**src/rtl/ccff_loader.sv**
```systemverilog
// rtl/ccff_loader.sv - streams bitstream words serially into a configuration flip-flop chain
//
// Purpose: accepts WORD_W-bit words through a one-word holding register and
// shifts them MSB first onto ccff_head, qualifying each bit with shift_en.
// Exactly BITSTREAM_SIZE bits are shifted per run, and the surplus LSBs of
// the final word are dropped.
//
// Optional feature macro: CCFF_LOADER_TAIL_CHECK_EN. When defined, the first
// bit shifted is compared with ccff_tail one cycle after the final shift.
// A mismatch or an unknown value sets the sticky error flag.
//
// Ports:
//   prog_clk    single clock, rising edge
//   pReset      asynchronous active-low reset
//   start       one-cycle run request, honoured only in IDLE
//   abort       cancel the current run
//   word_data   bitstream word, MSB shifted first
//   word_valid  word_data valid
//   word_ready  loader takes a word this cycle
//   ccff_head   serial bit to the chain head (registered)
//   shift_en    chain clock-gate enable, high only while ccff_head is a valid bit
//   ccff_tail   chain tail, used only by the tail check
//   busy        run in progress
//   done        one-cycle completion pulse
//   error       sticky tail-check failure
//   bit_count   bits shifted in the current or most recent run
module ccff_loader #(
  parameter int BITSTREAM_SIZE = 29696,
  parameter int WORD_W         = 32
) (
  input  logic                              prog_clk,
  input  logic                              pReset,
  input  logic                              start,
  input  logic                              abort,
  input  logic [WORD_W-1:0]                 word_data,
  input  logic                              word_valid,
  output logic                              word_ready,
  output logic                              ccff_head,
  output logic                              shift_en,
  input  logic                              ccff_tail,
  output logic                              busy,
  output logic                              done,
  output logic                              error,
  output logic [$clog2(BITSTREAM_SIZE+1)-1:0] bit_count
);

  localparam int CNT_W  = $clog2(BITSTREAM_SIZE + 1);
  localparam int NWORDS = (BITSTREAM_SIZE + WORD_W - 1) / WORD_W;
  localparam int WCNT_W = $clog2(NWORDS + 1);
  localparam int BITS_W = $clog2(WORD_W + 1);
  localparam int REM    = BITSTREAM_SIZE % WORD_W;

  localparam logic [BITS_W-1:0] FULL_BITS = BITS_W'(WORD_W);
  localparam logic [BITS_W-1:0] LAST_BITS = (REM != 0) ? BITS_W'(REM) : BITS_W'(WORD_W);
  localparam logic [CNT_W-1:0]  TOTAL     = CNT_W'(BITSTREAM_SIZE);
  localparam logic [WCNT_W-1:0] LAST_WORD = WCNT_W'(NWORDS - 1);
  localparam logic [WCNT_W-1:0] ALL_WORDS = WCNT_W'(NWORDS);

  typedef enum logic [2:0] {IDLE, FETCH, SHIFT, CHECK, DONE} state_t;

  state_t               state_q, state_d;
  logic [WORD_W-1:0]    hold_q;
  logic                 hold_full;
  logic [BITS_W-1:0]    hold_bits;   // bits the held word contributes (short for the last word)
  logic [WORD_W-1:0]    sreg;
  logic [BITS_W-1:0]    sreg_cnt;    // bits still to shift out of sreg
  logic [WCNT_W-1:0]    words_acc;

  logic active, accept, do_shift, next_bit;

  assign active     = (state_q == FETCH) || (state_q == SHIFT);
  // Gated with abort so a simultaneous handshake is refused, not silently lost.
  assign word_ready = active && !abort && !hold_full && (words_acc != ALL_WORDS);
  assign accept     = word_valid && word_ready;
  assign do_shift   = (state_q == SHIFT) && !abort && (bit_count != TOTAL) &&
                      ((sreg_cnt != '0) || hold_full);
  // An empty sreg takes its first bit straight from the holding register, so
  // the first bit appears two cycles after the handshake.
  assign next_bit   = (sreg_cnt != '0) ? sreg[WORD_W-1] : hold_q[WORD_W-1];
  assign busy       = (state_q != IDLE) && (state_q != DONE);
  assign done       = (state_q == DONE);

  always_ff @(posedge prog_clk or negedge pReset) begin
    if (!pReset) begin
      state_q <= IDLE;
    end else begin
      state_q <= state_d;
    end
  end

  always_comb begin
    state_d = state_q;
    case (state_q)
      IDLE:  if (start) state_d = FETCH;
      FETCH: if (accept) state_d = SHIFT;
      SHIFT: begin
        // The last bit is on ccff_head in the cycle bit_count reaches TOTAL.
        if (bit_count == TOTAL) begin
`ifdef CCFF_LOADER_TAIL_CHECK_EN
          state_d = CHECK;
`else
          state_d = DONE;
`endif
        end
      end
      CHECK: state_d = DONE;
      DONE:  state_d = IDLE;
      default: state_d = IDLE;
    endcase
    if (abort && (state_q != IDLE)) state_d = IDLE;
  end

  always_ff @(posedge prog_clk or negedge pReset) begin
    if (!pReset) begin
      hold_q    <= '0;
      hold_full <= 1'b0;
      hold_bits <= '0;
      sreg      <= '0;
      sreg_cnt  <= '0;
      words_acc <= '0;
      ccff_head <= 1'b0;
      shift_en  <= 1'b0;
      bit_count <= '0;
    end else begin
      shift_en <= 1'b0;
      if (state_q == IDLE) begin
        if (start) begin
          bit_count <= '0;
          hold_full <= 1'b0;
          sreg_cnt  <= '0;
          words_acc <= '0;
        end
      end else if (abort) begin
        hold_full <= 1'b0;
        sreg_cnt  <= '0;
      end else begin
        if (accept) begin
          hold_q    <= word_data;
          hold_full <= 1'b1;
          hold_bits <= (words_acc == LAST_WORD) ? LAST_BITS : FULL_BITS;
          words_acc <= words_acc + 1'b1;
        end
        if (do_shift) begin
          ccff_head <= next_bit;
          shift_en  <= 1'b1;
          bit_count <= bit_count + 1'b1;
          if (sreg_cnt != '0) begin
            if ((sreg_cnt == BITS_W'(1)) && hold_full) begin
              // Reload as the last bit leaves, keeping the stream gap-free.
              sreg      <= hold_q;
              sreg_cnt  <= hold_bits;
              hold_full <= 1'b0;
            end else begin
              sreg     <= sreg << 1;
              sreg_cnt <= sreg_cnt - 1'b1;
            end
          end else begin
            sreg      <= hold_q << 1;
            sreg_cnt  <= hold_bits - 1'b1;
            hold_full <= 1'b0;
          end
        end
      end
    end
  end

`ifdef CCFF_LOADER_TAIL_CHECK_EN
  logic first_bit;

  always_ff @(posedge prog_clk or negedge pReset) begin
    if (!pReset) begin
      first_bit <= 1'b0;
      error     <= 1'b0;
    end else begin
      if ((state_q == IDLE) && start) error <= 1'b0;
      if (do_shift && (bit_count == '0)) first_bit <= next_bit;
      if ((state_q == CHECK) && !abort) begin
        // An unknown tail makes the equality unknown, which takes the else arm.
        if (ccff_tail == first_bit) error <= error;
        else                        error <= 1'b1;
      end
    end
  end
`else
  logic unused_tail;
  assign unused_tail = ccff_tail;
  assign error       = 1'b0;
`endif

endmodule

```
**config.mk**
```make
export PLATFORM = sky130hd
export DESIGN_NAME = ccff_loader
export DESIGN_NICKNAME = d
export VERILOG_FILES = /design/src/rtl/ccff_loader.sv
export SDC_FILE = /design/constraint.sdc
export NUM_CORES = 1
export LEC_CHECK = 0
export CORE_ASPECT_RATIO = 1.4
export CORE_UTILIZATION = 32
export CTS_CLUSTER_DIAMETER = 120
export CTS_CLUSTER_SIZE = 30
export DETAILED_ROUTE_END_ITERATION = 8
export HOLD_SLACK_MARGIN = 0.03
export PLACE_DENSITY = 0.59
export SLEW_MARGIN = 20
export SYNTH_ARGS = -nofsm -noshare
export SYNTH_HDL_FRONTEND = slang
export SYNTH_SLANG_ARGS = --single-unit
export TNS_END_PERCENT = 100
```
**constraint.sdc**
```tcl
create_clock -name prog_clk -period 3.14 [get_ports prog_clk]
set_clock_uncertainty 0.05 [all_clocks]
set_input_delay 0.628 -clock prog_clk [delete_from_list [all_inputs] [get_ports prog_clk]]
set_output_delay 0.628 -clock prog_clk [all_outputs]
set_load 0.05 [all_outputs]
```
==> summary.md <==
| Metric | Value |
|---|---|
| Status | `finished, final reports clean` |
| Worst hold slack | `roughly 240 ps` |
| Grt ovf | `0` |
| Port bufs | `56` |
| Std-Cell Rows | `54` |
| Vias in the first global route | `about 4000` |
| Leak pwr | `approximately 2.7 nW` |
| DRT Wirelength | `roughly 11000 microns` |
| Slowest cell delay on critical path | `between 500 and 600 ps` |
| Slew at the pin closest to its max-slew limit | `about 650 ps` |
| Peak supply drop | `around 0.24 mV` |
| CTS Hold Bufs | `0` |
| Starting utilization of the core area | `32.8%` |
| Reg2reg start | `bit_count[0]` |
| Type of destination of the critical path | `flop` |
| Yosys warning total | `0` |
| Post-Syn Area | `0.00509 sq mm` |
| Switching Fraction | `28.3%` |
| Data required, critical path | `3350 ps` |
| Net load switching power | `between 0.001 and 0.0015 W` |
| Max Cap Viol | `0` |
| Routed Antenna Nets | `0` |
| TNS Setup | `0 ps` |
| Max stage delay cell, worst path | `or4_4` |
| Final Hold Fails | `0` |
| Diodes inserted | `0` |
| Post-CTS resize count | `0` |
| Gate power share | `between 10% and 20%` |
| Clock sink total | `102` |
| Final net count | `around 620` |
| Area of the multi-input gates | `between 0.002 and 0.0025 sq mm` |
| Period minus WS final | `roughly 2800 ps` |
| Largest net degree at the start of global routing | `between 50 and 60` |
| Final period utilization | `between 80% and 90%` |
| Setup crit start kind | `flop` |
| Largest area contributor in the netlist | `dfrtp_1` |
| Die ar. | `approximately 0.016 sq mm` |
| Htree depth | `3` |
| Count of cell types in the netlist | `46` |
| TritonCTS clock tree | `built` |
| DR DRC count | `0` |
| Class of the worst hold path | `input pin to asynchronous set/reset pin` |
| Total CTS buffers | `9` |
| Pwr Density | `about 610 mW/mm^2` |
| Clock latency on the worst-skew pair | `~340 ps` |
| Post-synthesis instance total | `538` |
| Top Ports | `between 50 and 60` |
| Chip width | `roughly 110 microns` |
| Clock power frac | `about a third` |
| Post-CTS Setup Repair Bufs | `0` |
| Worst-path clk slew | `~70 ps` |
| GRT Total Usage | `around 15%` |
| First-pass DRT Iterations | `4` |
| Critical Path Fanout Max | `just over 50` |
| Share of the yosys chip area belonging to registers | `between 50% and 60%` |
| Seq cells post-synth | `slightly above 100` |
| Final setup violating endpoints | `0` |
| Internal power | `0.00270 W` |
| Area grow syn2layout | `20.7%` |
| Cell chosen for the clock root | `clkbuf_16` |
| RSZ-0062 raised after global routing | `no` |
| Vias per cell | `5.22` |
| Worst EP arrival | `3000 ps` |
| Syn avg cell area | `9.46 sq um` |
| Final HPWL DP | `7360 microns` |
| Synth top area share | `50.1%` |
| Routed length per instance | `roughly 14 microns` |
| Share of cells above drive strength 1 | `between 10% and 20%` |
| First-pass GRT wire length | `between 15000 and 20000 microns` |
| DR iter-0 viols | `249` |
| Post-synth ARST share | `100%` |
| Routed via count | `between 4000 and 5000` |
| Mapped Nets | `582` |
| Worst path cell trace | `inv_1 -> ha_1 -> or4bb_1 -> or4_4 -> nand2_4 -> buf_4 -> nand3_1 -> o21ai_1` |
| Clk buf depth | `2` |
| RR Endpoint | `sreg_cnt[1]` |
| Filler cell count | `1569` |
| Number of synthesized flops with an enable pin | `0` |
| Worst relative slew slack | `between 50% and 60%` |
| Max-slew violations | `0` |
| Sequential Area | `approximately 0.0026 sq mm` |
| Seq pwr share | `about half` |
| Max Clk Rate | `359 MHz` |
| Die Span Y | `151 microns` |
| Initial antenna violation count | `0` |
| Reg2Reg Setup Slack | `approximately 350 ps` |
| Core area | `between 0.015 and 0.02 sq mm` |
| Synth top area cells | `dfrtp_1 50%, a21oi_1 7.5%, mux2_2 7.1%, nor2_1 5.8%, o31ai_1 5.8%` |
| GPL Wtd Cong | `approximately 0.8` |
| Setup CP Type | `flop to flop` |
| Worst R2R Path Depth | `8` |
| Top FF cell, synth | `dfrtp_1` |
[state kept, by name, indices dropped and copies added (netlist names)]
| register | flops |
|---|---|
| shift_en | 1 |
| bit_count | 15 |
| hold_full | 1 |
| sreg | 32 |
| state_q | 3 |
| ccff_head | 1 |
| words_acc | 10 |
| hold_q | 32 |
| sreg_cnt | 6 |
| hold_bits | 1 |
[cells in the final DEF, fill, tap and decap left out, drive strengths merged, types with 6 or more instances in the layout]
cell type,Yosys,final
nor2,79,79
dfrtp,102,102
clkdlybuf4s50,0,54
clkbuf,24,11
o31ai,39,39
or4,8,8
xor2,7,7
nand3,13,13
buf,14,13
nand4,8,8
ha,6,6
a21oi,76,76
mux2,32,32
o21ai,10,10
and3,9,9
nand2,53,53
inv,11,11
[logic make-up after synthesis]
family	after synthesis	synth area share, %
AOI/OAI and AO/OA	135	16.0
DFF	102	50.1
and+or+nand+nor	199	18.5
adders and majority gates	6	1.47
other	1	0.0737
muxes	36	7.87
xor gates and xnor gates	10	1.72
buffers and inverters	49	4.18
[power groups by stage]
stage                     combinational (W)  clock, W  sequential [W]
after detailed placement           0.000726         0         0.00186
after global routing               0.000809   0.00129         0.00189
final                              0.000714   0.00121         0.00184
after floorplan                    0.000548         0         0.00178
after CTS                          0.000729   0.00125         0.00184
after global placement             0.000708         0         0.00185
[Yosys cell counts, types with 3 or more instances]
| library cell | instances |
|---|---|
| nand4_1 | 8 |
| nand3_1 | 13 |
| nor3_1 | 3 |
| inv_1 | 10 |
| o21ai_0 | 9 |
| xnor2_1 | 3 |
| nand2b_1 | 3 |
| and3_1 | 9 |
| dfrtp_1 | 102 |
| mux2i_1 | 4 |
| mux2_2 | 32 |
| ha_1 | 6 |
| clkbuf_1 | 24 |
| nand2_1 | 52 |
| o31ai_1 | 39 |
| xor2_1 | 7 |
| buf_4 | 5 |
| and2_1 | 3 |
| buf_1 | 3 |
| a21oi_1 | 76 |
| or4_1 | 7 |
| buf_2 | 6 |
| nor2_1 | 79 |
| or3_1 | 5 |
[area by class of cell]
class,instances,area share (%)
clock buffers,11,3.95
flip-flops and latches,102,41.6
repair buffers,67,10.6
inverters,11,0.713
well taps,196,3.99
multi-input cells,387,37.8
clock inverters,5,1.34
[layer usage]
metal  share of wire (%)  GRT usage [%]  up-vias
li1                    -              -     1964
met1                  44           17.6     2022
met2                  52           26.4       67
met3                 3.2           2.45       12
met4                 1.5           5.41        0
met5                   0              0        -
[worst max-delay path, delay by kind of cell (launching register included)]
kind            cells  cell delay (ps)
simple gates        4             1400
buf+inv             2              550
compound gates      1              100
flops               1              440
fa+ha+maj           1              150
[metrics by stage]
step	instance area (sq um)	util, %	worst slack [ps]	std cells	power (W)
after floorplan	5090	-	577	538	0.00233
after global placement	5820	37.4	302	763	0.00256
after global routing	6140	39.5	190	779	0.00398
final	6140	39.5	352	779	0.00376
after detailed placement	5820	37.4	265	763	0.00259
after CTS	6140	39.5	326	779	0.00382
[worst max path at each step]
stage                    endpoint  depth (start not counted)    startpoint  slack, ps
global route          sreg_cnt[1]                          8  bit_count[0]        190
CTS                   sreg_cnt[1]                          8  bit_count[0]        330
finish                sreg_cnt[1]                          8  bit_count[0]        350
floorplan             sreg_cnt[4]                          8  bit_count[1]        580
detailed placement  bit_count[14]                          6         abort        260
global placement    bit_count[14]                          6         abort        300
Note: power is estimated with default switching activity, not from simulation.
